==> src/rtl/uart_tx_frame.sv <==
// UART transmit framer: takes one word per valid/ready handshake and shifts it
// out LSB-first as start, data, optional parity and stop bits. Each bit boundary
// is the rising edge of the baud level supplied by the baud generator.
module uart_tx_frame #(
    parameter int DATA_BITS  = 8,
    parameter int PARITY_EN  = 1,
    parameter int PARITY_ODD = 0,
    parameter int STOP_BITS  = 1
) (
    input  logic                 clock,
    input  logic                 rst,
    input  logic                 baud_in,
    input  logic [DATA_BITS-1:0] tx_data,
    input  logic                 tx_valid,
    output logic                 tx_ready,
    output logic                 tx_out,
    output logic                 tx_busy,
    output logic                 tx_done
);

    typedef enum logic [2:0] {
        ST_IDLE,
        ST_SYNC,
        ST_START,
        ST_DATA,
        ST_PARITY,
        ST_STOP
    } state_t;

    // Index of the final data bit and of the final stop bit.
    localparam logic [2:0] LAST_BIT  = 3'(DATA_BITS - 1);
    localparam logic       LAST_STOP = 1'(STOP_BITS - 1);

    state_t                 state_reg, state_next;
    logic [DATA_BITS-1:0]   shift_reg, shift_next;
    logic [2:0]             cnt_reg, cnt_next;
    logic                   stop_cnt_reg, stop_cnt_next;
    logic                   parity_reg, parity_next;
    logic                   baud_q_reg;
    logic                   tx_out_reg, tx_out_next;
    logic                   tx_ready_reg, tx_ready_next;
    logic                   tx_busy_reg, tx_busy_next;
    logic                   tx_done_reg, tx_done_next;
    logic                   tick;
    logic [DATA_BITS:0]     par_chain;

    // One-cycle pulse on each rising edge of the baud level.
    assign tick = baud_in & ~baud_q_reg;

    // Parity of the incoming word, seeded with the odd/even selection so the
    // chain output is exactly the bit that goes on the line.
    assign par_chain[0] = 1'(PARITY_ODD);
    generate
        for (genvar gi = 0; gi < DATA_BITS; gi++) begin : g_par
            assign par_chain[gi+1] = par_chain[gi] ^ tx_data[gi];
        end
    endgenerate

    assign tx_out   = tx_out_reg;
    assign tx_ready = tx_ready_reg;
    assign tx_busy  = tx_busy_reg;
    assign tx_done  = tx_done_reg;

    // State and registered outputs; reset aborts any frame and idles the line high.
    always_ff @(posedge clock or posedge rst) begin
        if (rst) begin
            state_reg    <= ST_IDLE;
            shift_reg    <= '0;
            cnt_reg      <= '0;
            stop_cnt_reg <= 1'b0;
            parity_reg   <= 1'b0;
            baud_q_reg   <= 1'b0;
            tx_out_reg   <= 1'b1;
            tx_ready_reg <= 1'b1;
            tx_busy_reg  <= 1'b0;
            tx_done_reg  <= 1'b0;
        end else begin
            state_reg    <= state_next;
            shift_reg    <= shift_next;
            cnt_reg      <= cnt_next;
            stop_cnt_reg <= stop_cnt_next;
            parity_reg   <= parity_next;
            baud_q_reg   <= baud_in;
            tx_out_reg   <= tx_out_next;
            tx_ready_reg <= tx_ready_next;
            tx_busy_reg  <= tx_busy_next;
            tx_done_reg  <= tx_done_next;
        end
    end

    // Next-state and next-output logic; every bit transition waits for a tick.
    always_comb begin
        state_next    = state_reg;
        shift_next    = shift_reg;
        cnt_next      = cnt_reg;
        stop_cnt_next = stop_cnt_reg;
        parity_next   = parity_reg;
        tx_out_next   = tx_out_reg;
        tx_ready_next = tx_ready_reg;
        tx_busy_next  = tx_busy_reg;
        tx_done_next  = 1'b0;

        case (state_reg)
            ST_IDLE: begin
                tx_out_next = 1'b1;
                if (tx_valid && tx_ready_reg) begin
                    // A tick coinciding with accept is consumed here and ignored.
                    state_next    = ST_SYNC;
                    shift_next    = tx_data;
                    parity_next   = par_chain[DATA_BITS];
                    cnt_next      = '0;
                    stop_cnt_next = 1'b0;
                    tx_busy_next  = 1'b1;
                    tx_ready_next = 1'b0;
                end
            end
            ST_SYNC: begin
                if (tick) begin
                    state_next  = ST_START;
                    tx_out_next = 1'b0;
                end
            end
            ST_START: begin
                if (tick) begin
                    state_next  = ST_DATA;
                    tx_out_next = shift_reg[0];
                    shift_next  = shift_reg >> 1;
                    cnt_next    = '0;
                end
            end
            ST_DATA: begin
                if (tick) begin
                    if (cnt_reg != LAST_BIT) begin
                        cnt_next    = cnt_reg + 3'd1;
                        tx_out_next = shift_reg[0];
                        shift_next  = shift_reg >> 1;
                    end else if (PARITY_EN != 0) begin
                        state_next  = ST_PARITY;
                        tx_out_next = parity_reg;
                    end else begin
                        state_next    = ST_STOP;
                        tx_out_next   = 1'b1;
                        stop_cnt_next = 1'b0;
                    end
                end
            end
            ST_PARITY: begin
                if (tick) begin
                    state_next    = ST_STOP;
                    tx_out_next   = 1'b1;
                    stop_cnt_next = 1'b0;
                end
            end
            ST_STOP: begin
                if (tick) begin
                    if (stop_cnt_reg == LAST_STOP) begin
                        state_next    = ST_IDLE;
                        tx_done_next  = 1'b1;
                        tx_busy_next  = 1'b0;
                        tx_ready_next = 1'b1;
                    end else begin
                        stop_cnt_next = 1'b1;
                    end
                end
            end
            default: begin
                state_next    = ST_IDLE;
                tx_out_next   = 1'b1;
                tx_ready_next = 1'b1;
                tx_busy_next  = 1'b0;
            end
        endcase
    end

endmodule
==> config.mk <==
export PLATFORM = sky130hd
export DESIGN_NAME = uart_tx_frame
export DESIGN_NICKNAME = d
export VERILOG_FILES = /design/src/rtl/uart_tx_frame.sv
export SDC_FILE = /design/constraint.sdc
export NUM_CORES = 1
export LEC_CHECK = 0
export ABC_CLOCK_PERIOD_IN_PS = 4650
export CAP_MARGIN = 5
export CORE_MARGIN = 5
export CORE_UTILIZATION = 57
export DETAILED_ROUTE_END_ITERATION = 12
export HOLD_SLACK_MARGIN = 0.06
export PLACE_DENSITY_LB_ADDON = 0.2
export SLEW_MARGIN = 10
export SYNTH_ARGS = -nofsm -noshare
export SYNTH_HDL_FRONTEND = slang
export SYNTH_SLANG_ARGS = --single-unit
==> constraint.sdc <==
create_clock -name clock -period 4.65 [get_ports clock]
set_input_delay 0.93 -clock clock [delete_from_list [all_inputs] [get_ports clock]]
set_output_delay 0.93 -clock clock [all_outputs]
set_load 0.005 [all_outputs]
# After elaboration in Yosys (flattened, before gate mapping)
# Index checks and enable logic that the tools add are counted.
dict set report op_classes {
  addsub 1
  n_mul 0
  n_div 0
  n_lt_le_gt_ge 0
  eq_ne 15
  shift 0
  mux 39
  n_bitwise 11
  n_reduce_logical 11
}
# op count
set op_table {}
lappend op_table {{$mux 3} 12}
lappend op_table {{$mux 8} 4}
lappend op_table {{$pmux 8 s3} 1}
lappend op_table {{$ne 2x2->1 const B} 9}
lappend op_table {{$pmux 3 s6} 1}
lappend op_table {{$mux 1} 16}
lappend op_table {{$reduce_and 5->1} 2}
lappend op_table {{$pmux 1 s3} 3}
lappend op_table {{$pmux 3 s3} 1}
lappend op_table {{$reduce_and 4->1} 2}
lappend op_table {{$reduce_and 8->1} 1}
lappend op_table {{$xor 1x1->1} 7}
lappend op_table {{$eq 3x2->1 const B} 2}
lappend op_table {{$eq 3x3->1 const B} 2}
lappend op_table {{$reduce_bool 3->1} 2}
lappend op_table {{$pmux 1 s5} 1}
lappend op_table {{$reduce_or 4->1} 1}
lappend op_table {{$add 3x1->3 const B} 1}
lappend op_table {{$eq 3x1->1 const B} 1}
lappend op_table {{$logic_not 3->1} 1}
lappend op_table {{$ne 3x3->1 const B} 1}
lappend op_table {{$not 1->1} 3}
lappend op_table {{$reduce_and 2->1} 1}
lappend op_table {{$and 1x1->1} 1}
lappend op_table {{$logic_and 1x1->1} 1}
dict set report totals {
  reg_bits 21
  latch_bits 0
  ramBits 0
  rom_bits 0
  in_bits 12
  output_inout_bits 4
  wordCells 87
  memories 0
}

# Longest topological paths before layout
dict set report depth {
  depth_word 7
  depth_mapped 7
  mapped_depth_nobuf 6
}

# Worst setup path before layout
# No wires, ideal clock.
dict set report synth_timing {
  path_type {input to register}
  from {input baud_in}
  to {register cnt_reg[0]}
  setup_time_ps 125
  t_arrival_ps 1813
  required_ps 4525
  path_slack_ps 2712
  cell_stages 5
  n_path_buf 1
  cell_sequence {and2b_2 nand3_2 a21oi_2 buf_6 mux2_4}
}
dict set report synth_between {
  elab_chain_len 3
  elab_cells_between_ends 4
  classes_between {2 x eq/ne; 1 x bitwise; 1 x reduce/logical}
}
# element line_no
set synth_lines {}
lappend synth_lines {{start, declared} 12} ;# input logic baud_in,
lappend synth_lines {{$and 1x1->1 (*)} 48} ;# assign tick = baud_in & ~baud_q_reg;
lappend synth_lines {{$ne 2x2->1 (no line)} n/a}
lappend synth_lines {{$reduce_and 5->1 (no line) (*)} n/a}
lappend synth_lines {{end signal, assigned} 80} ;# cnt_reg <= cnt_next;
lappend synth_lines {{end, declared} 36} ;# logic [2:0] cnt_reg, cnt_next;
# Mark *: on every way between the ends. The rest lies on a longest branch, timed or not.
# A chain may end at the register's enable or synchronous reset.

# Final worst setup path
dict set report layout_timing {
  from {input baud_in}
  to {register shift_reg[6]}
}
dict set report layout_between {
  elab_chain_len 3
  elab_cells_between_ends 4
  classes_between {2 x eq/ne; 1 x bitwise; 1 x reduce/logical}
}
# element line_no
set layout_lines {}
lappend layout_lines {{$and 1x1->1 (*)} 48}
lappend layout_lines {{$ne 2x2->1 (no line)} n/a}
lappend layout_lines {{$reduce_and 5->1 (no line) (*)} n/a}
lappend layout_lines {{end signal, assigned} 79} ;# shift_reg <= shift_next;
lappend layout_lines {{end, declared} 35} ;# logic [DATA_BITS-1:0] shift_reg, shift_next;
# Marked as above.

==> results.py <==
metrics = {
    "global_routing": {
        "track_usage": 0.171,
        "grt_pass1_vias": 830,
        "antenna_found_initial": 0,
        "grt_pass1_wl_microns": 3590,
        "grt_max_degree": 21,
        "grt-ovfl-total": 0,
    },
    "routing": {
        "vias": 823,
        "vias_per_cell": 5.38,
        "dr.pass1.iters": 4,
        "postRouteAntennaNets": 0,
        "wl_microns": 2060,
        "wire_per_inst_microns": 13.5,
        "drt_iter0_drc": 9,
        "drc": 0,
    },
    "clock_network": {
        "cts_setup_buffers": 0,
        "clockBufferDepth": 2,
        "clkTransAtPathRegs_ns": 0.11,
        "ctsResizeCount": 0,
        "cts_max_level": 1,
        "cts.sinks": 20,
        "root_buffer": "clkbuf_4",
        "hold_buffers": 0,
        "cts_buffers": 3,
        "cts_tree": "yes",
        "clk_latency_ns": 0.31,
    },
    "setup_path": {
        "worstPathRequired_ns": 4.86,
        "cp-startpoint": "baud_in",
        "reg2reg_slack_ns": 2.41,
        "worst_setup_path_start_kind": "primary input",
        "end_kind": "flip-flop",
        "worstPathArrival_ns": 2.79,
        "cp_max_fo": 11,
        "worstReg2RegStart": "cnt_reg[0]",
        "ff2ff_path_depth": 6,
        "reg2reg_to": "shift_reg[6]",
        "critPathKind": "in2reg",
    },
    "layout": {
        "final_common_cell": "nand2_1",
        "layout-drive-gt1-share": 0.175,
        "final_area_sq_um": 1320,
        "stdcell_count": 153,
        "num_antenna_cells": 0,
        "layout.nets": 141,
        "area.growth.synth_to_final_pct": 16.4,
        "largest_reg_flops": 8,
        "postLayoutCoreUtil": 0.685,
        "layout_common_cells": "28 x nand2_1, 18 x dfrtp_1, 15 x clkdlybuf4s50_1",
        "num-fill-cells": 157,
    },
    "worst_hold_path": {
        "hold_end": "parity_reg",
        "hold_class": "reg2reg",
        "min_from": "parity_reg",
        "whs_path_depth": 2,
    },
    "sta": {
        "worstMarginPinSlew_ns": 0.859,
        "grt_setup_unrepaired": "false",
        "setup_tns_ns": 0,
        "hold_viol": 0,
        "setup_viol": 0,
        "slew_violations": 0,
        "min_period_ns": 2.58,
        "slew_headroom": 0.428,
        "finClkSkew_ns": 0.00262,
        "timing.fmax_ghz": 0.387,
        "min_period_over_period": 0.555,
    },
    "logic_synthesis": {
        "avgSynthCellArea_sq_um": 10.0,
        "yosysSeqAreaShare": 0.445,
        "synthSimpleGateAreaFrac": 0.220,
        "synth-edff-count": 0,
        "yosysWarnings": 0,
        "muxShareOfSynthArea": 0.143,
        "synthCells": 113,
        "synth.distinct_cells": 31,
        "synthAdderAreaFrac": 0.0221,
        "ys_ff_latch": 20,
        "synth_nets": 127,
        "synth_xor_area_frac": 0.0542,
        "synth_top_family_by_area": "simple AND/OR/NAND/NOR gates",
        "async_reset_ff_frac": 1.00,
        "syn_area_sq_um": 1130,
        "synth_compound_area_frac": 0.0819,
        "synthFlopType": "dfrtp_1",
    },
    "power": {
        "ir_drop_uv": 140,
        "p_leak_uw": 0.000614,
        "powerDensity_nw_per_um2": 235,
    },
    "floorplan": {
        "design.die.area_sq_um": 2980,
        "io_pins": 16,
        "rows": 16,
        "die_y_microns": 54.5,
        "die_x_microns": 54.5,
        "core_area_sq_um": 1920,
        "start_util": 0.589,
    },
    "flow_run": {
        "max_cap_violations": 0,
    },
    "place": {
        "dp_hpwl_microns": 1510,
        "placed_cells": 149,
        "dpl_cell_area_sq_um": 1280,
        "finalWeightedCongestion": 0.737,
        "portBuffers": 15,
    },
    "outcome": {
        "status": "finished, final reports clean",
    },
}
## how the worst max path moves through the flow
stage	slack, ns	endpoint	depth (start not counted)
finish	2.07	shift_reg[6]	5
global route	2.00	shift_reg[6]	5
CTS	2.09	shift_reg[6]	5
detailed placement	1.75	shift_reg[6]	5
global placement	1.79	shift_reg[6]	5
floorplan	2.71	cnt_reg[0]	5
## per-layer routing
metal | vias up | GRT usage | share of wire
met1 | 393 | 0.215 | 0.46
met2 | 14 | 0.283 | 0.49
met5 | - | 0 | 0
li1 | 411 | - | -
met4 | 0 | 0.0747 | 0.022
met3 | 5 | 0.0327 | 0.025
## cell families (layout without fill, tap and decap cells)
logic type / after synthesis / count (layout)
AND/OR/NAND/NOR: 51 / 51
AO/OA/AOI/OAI: 15 / 15
buffers and inverters: 7 / 20
XOR/XNOR: 7 / 7
adder cells (fa/ha/maj): 2 / 2
multiplexers: 11 / 11
flip-flops: 20 / 20
## power by group
group | switching [uW] | leakage [uW] | internal [uW]
Sequential | 0.182 | 0.000270 | 174
Combinational | 14.0 | 0.000323 | 17.1
Clock | 55.7 | 0.0000210 | 47.8
Total | 69.9 | 0.000614 | 239
## final cells by class
type | count | area (sq um) | area share
sequential | 20 | 503 | 0.382
tap | 27 | 33.8 | 0.0257
timing repair buffer | 15 | 150 | 0.114
inverter | 1 | 3.75 | 0.00285
clock buffer | 4 | 36.3 | 0.0276
multi-input combinational | 86 | 589 | 0.448
## synth_stat cells (2+ instances only)
master / n / area share
nor2_1: 4 / 0.013
nor2b_1: 3 / 0.017
xnor2_1: 7 / 0.054
nor3_1: 2 / 0.0088
nand2b_1: 3 / 0.017
ha_1: 2 / 0.022
and3b_1: 2 / 0.015
clkbuf_1: 3 / 0.010
nand3_2: 2 / 0.018
dfstp_2: 2 / 0.046
o21ai_0: 5 / 0.022
mux2_4: 10 / 0.13
a21oi_1: 3 / 0.013
nand2_1: 28 / 0.093
dfrtp_1: 18 / 0.40
nand3_1: 2 / 0.0088
and3_1: 3 / 0.017
## worst max-delay path: stages
cell	delay (ns)
clkdlybuf4s50_1	0.48
and2b_2	0.19
nand3_2	0.09
a21oi_2	0.68
mux2_2	0.41
## per-stage QoR
step	total power, uW	worst slack [ns]	hold slack [ns]
global route	320	2.00	0.542
finish	309	2.07	0.522
floorplan	195	2.71	0.474
CTS	314	2.09	0.526
detailed placement	209	1.75	0.491
global placement	208	1.79	0.489
Note: power is estimated with default switching activity, not from simulation.
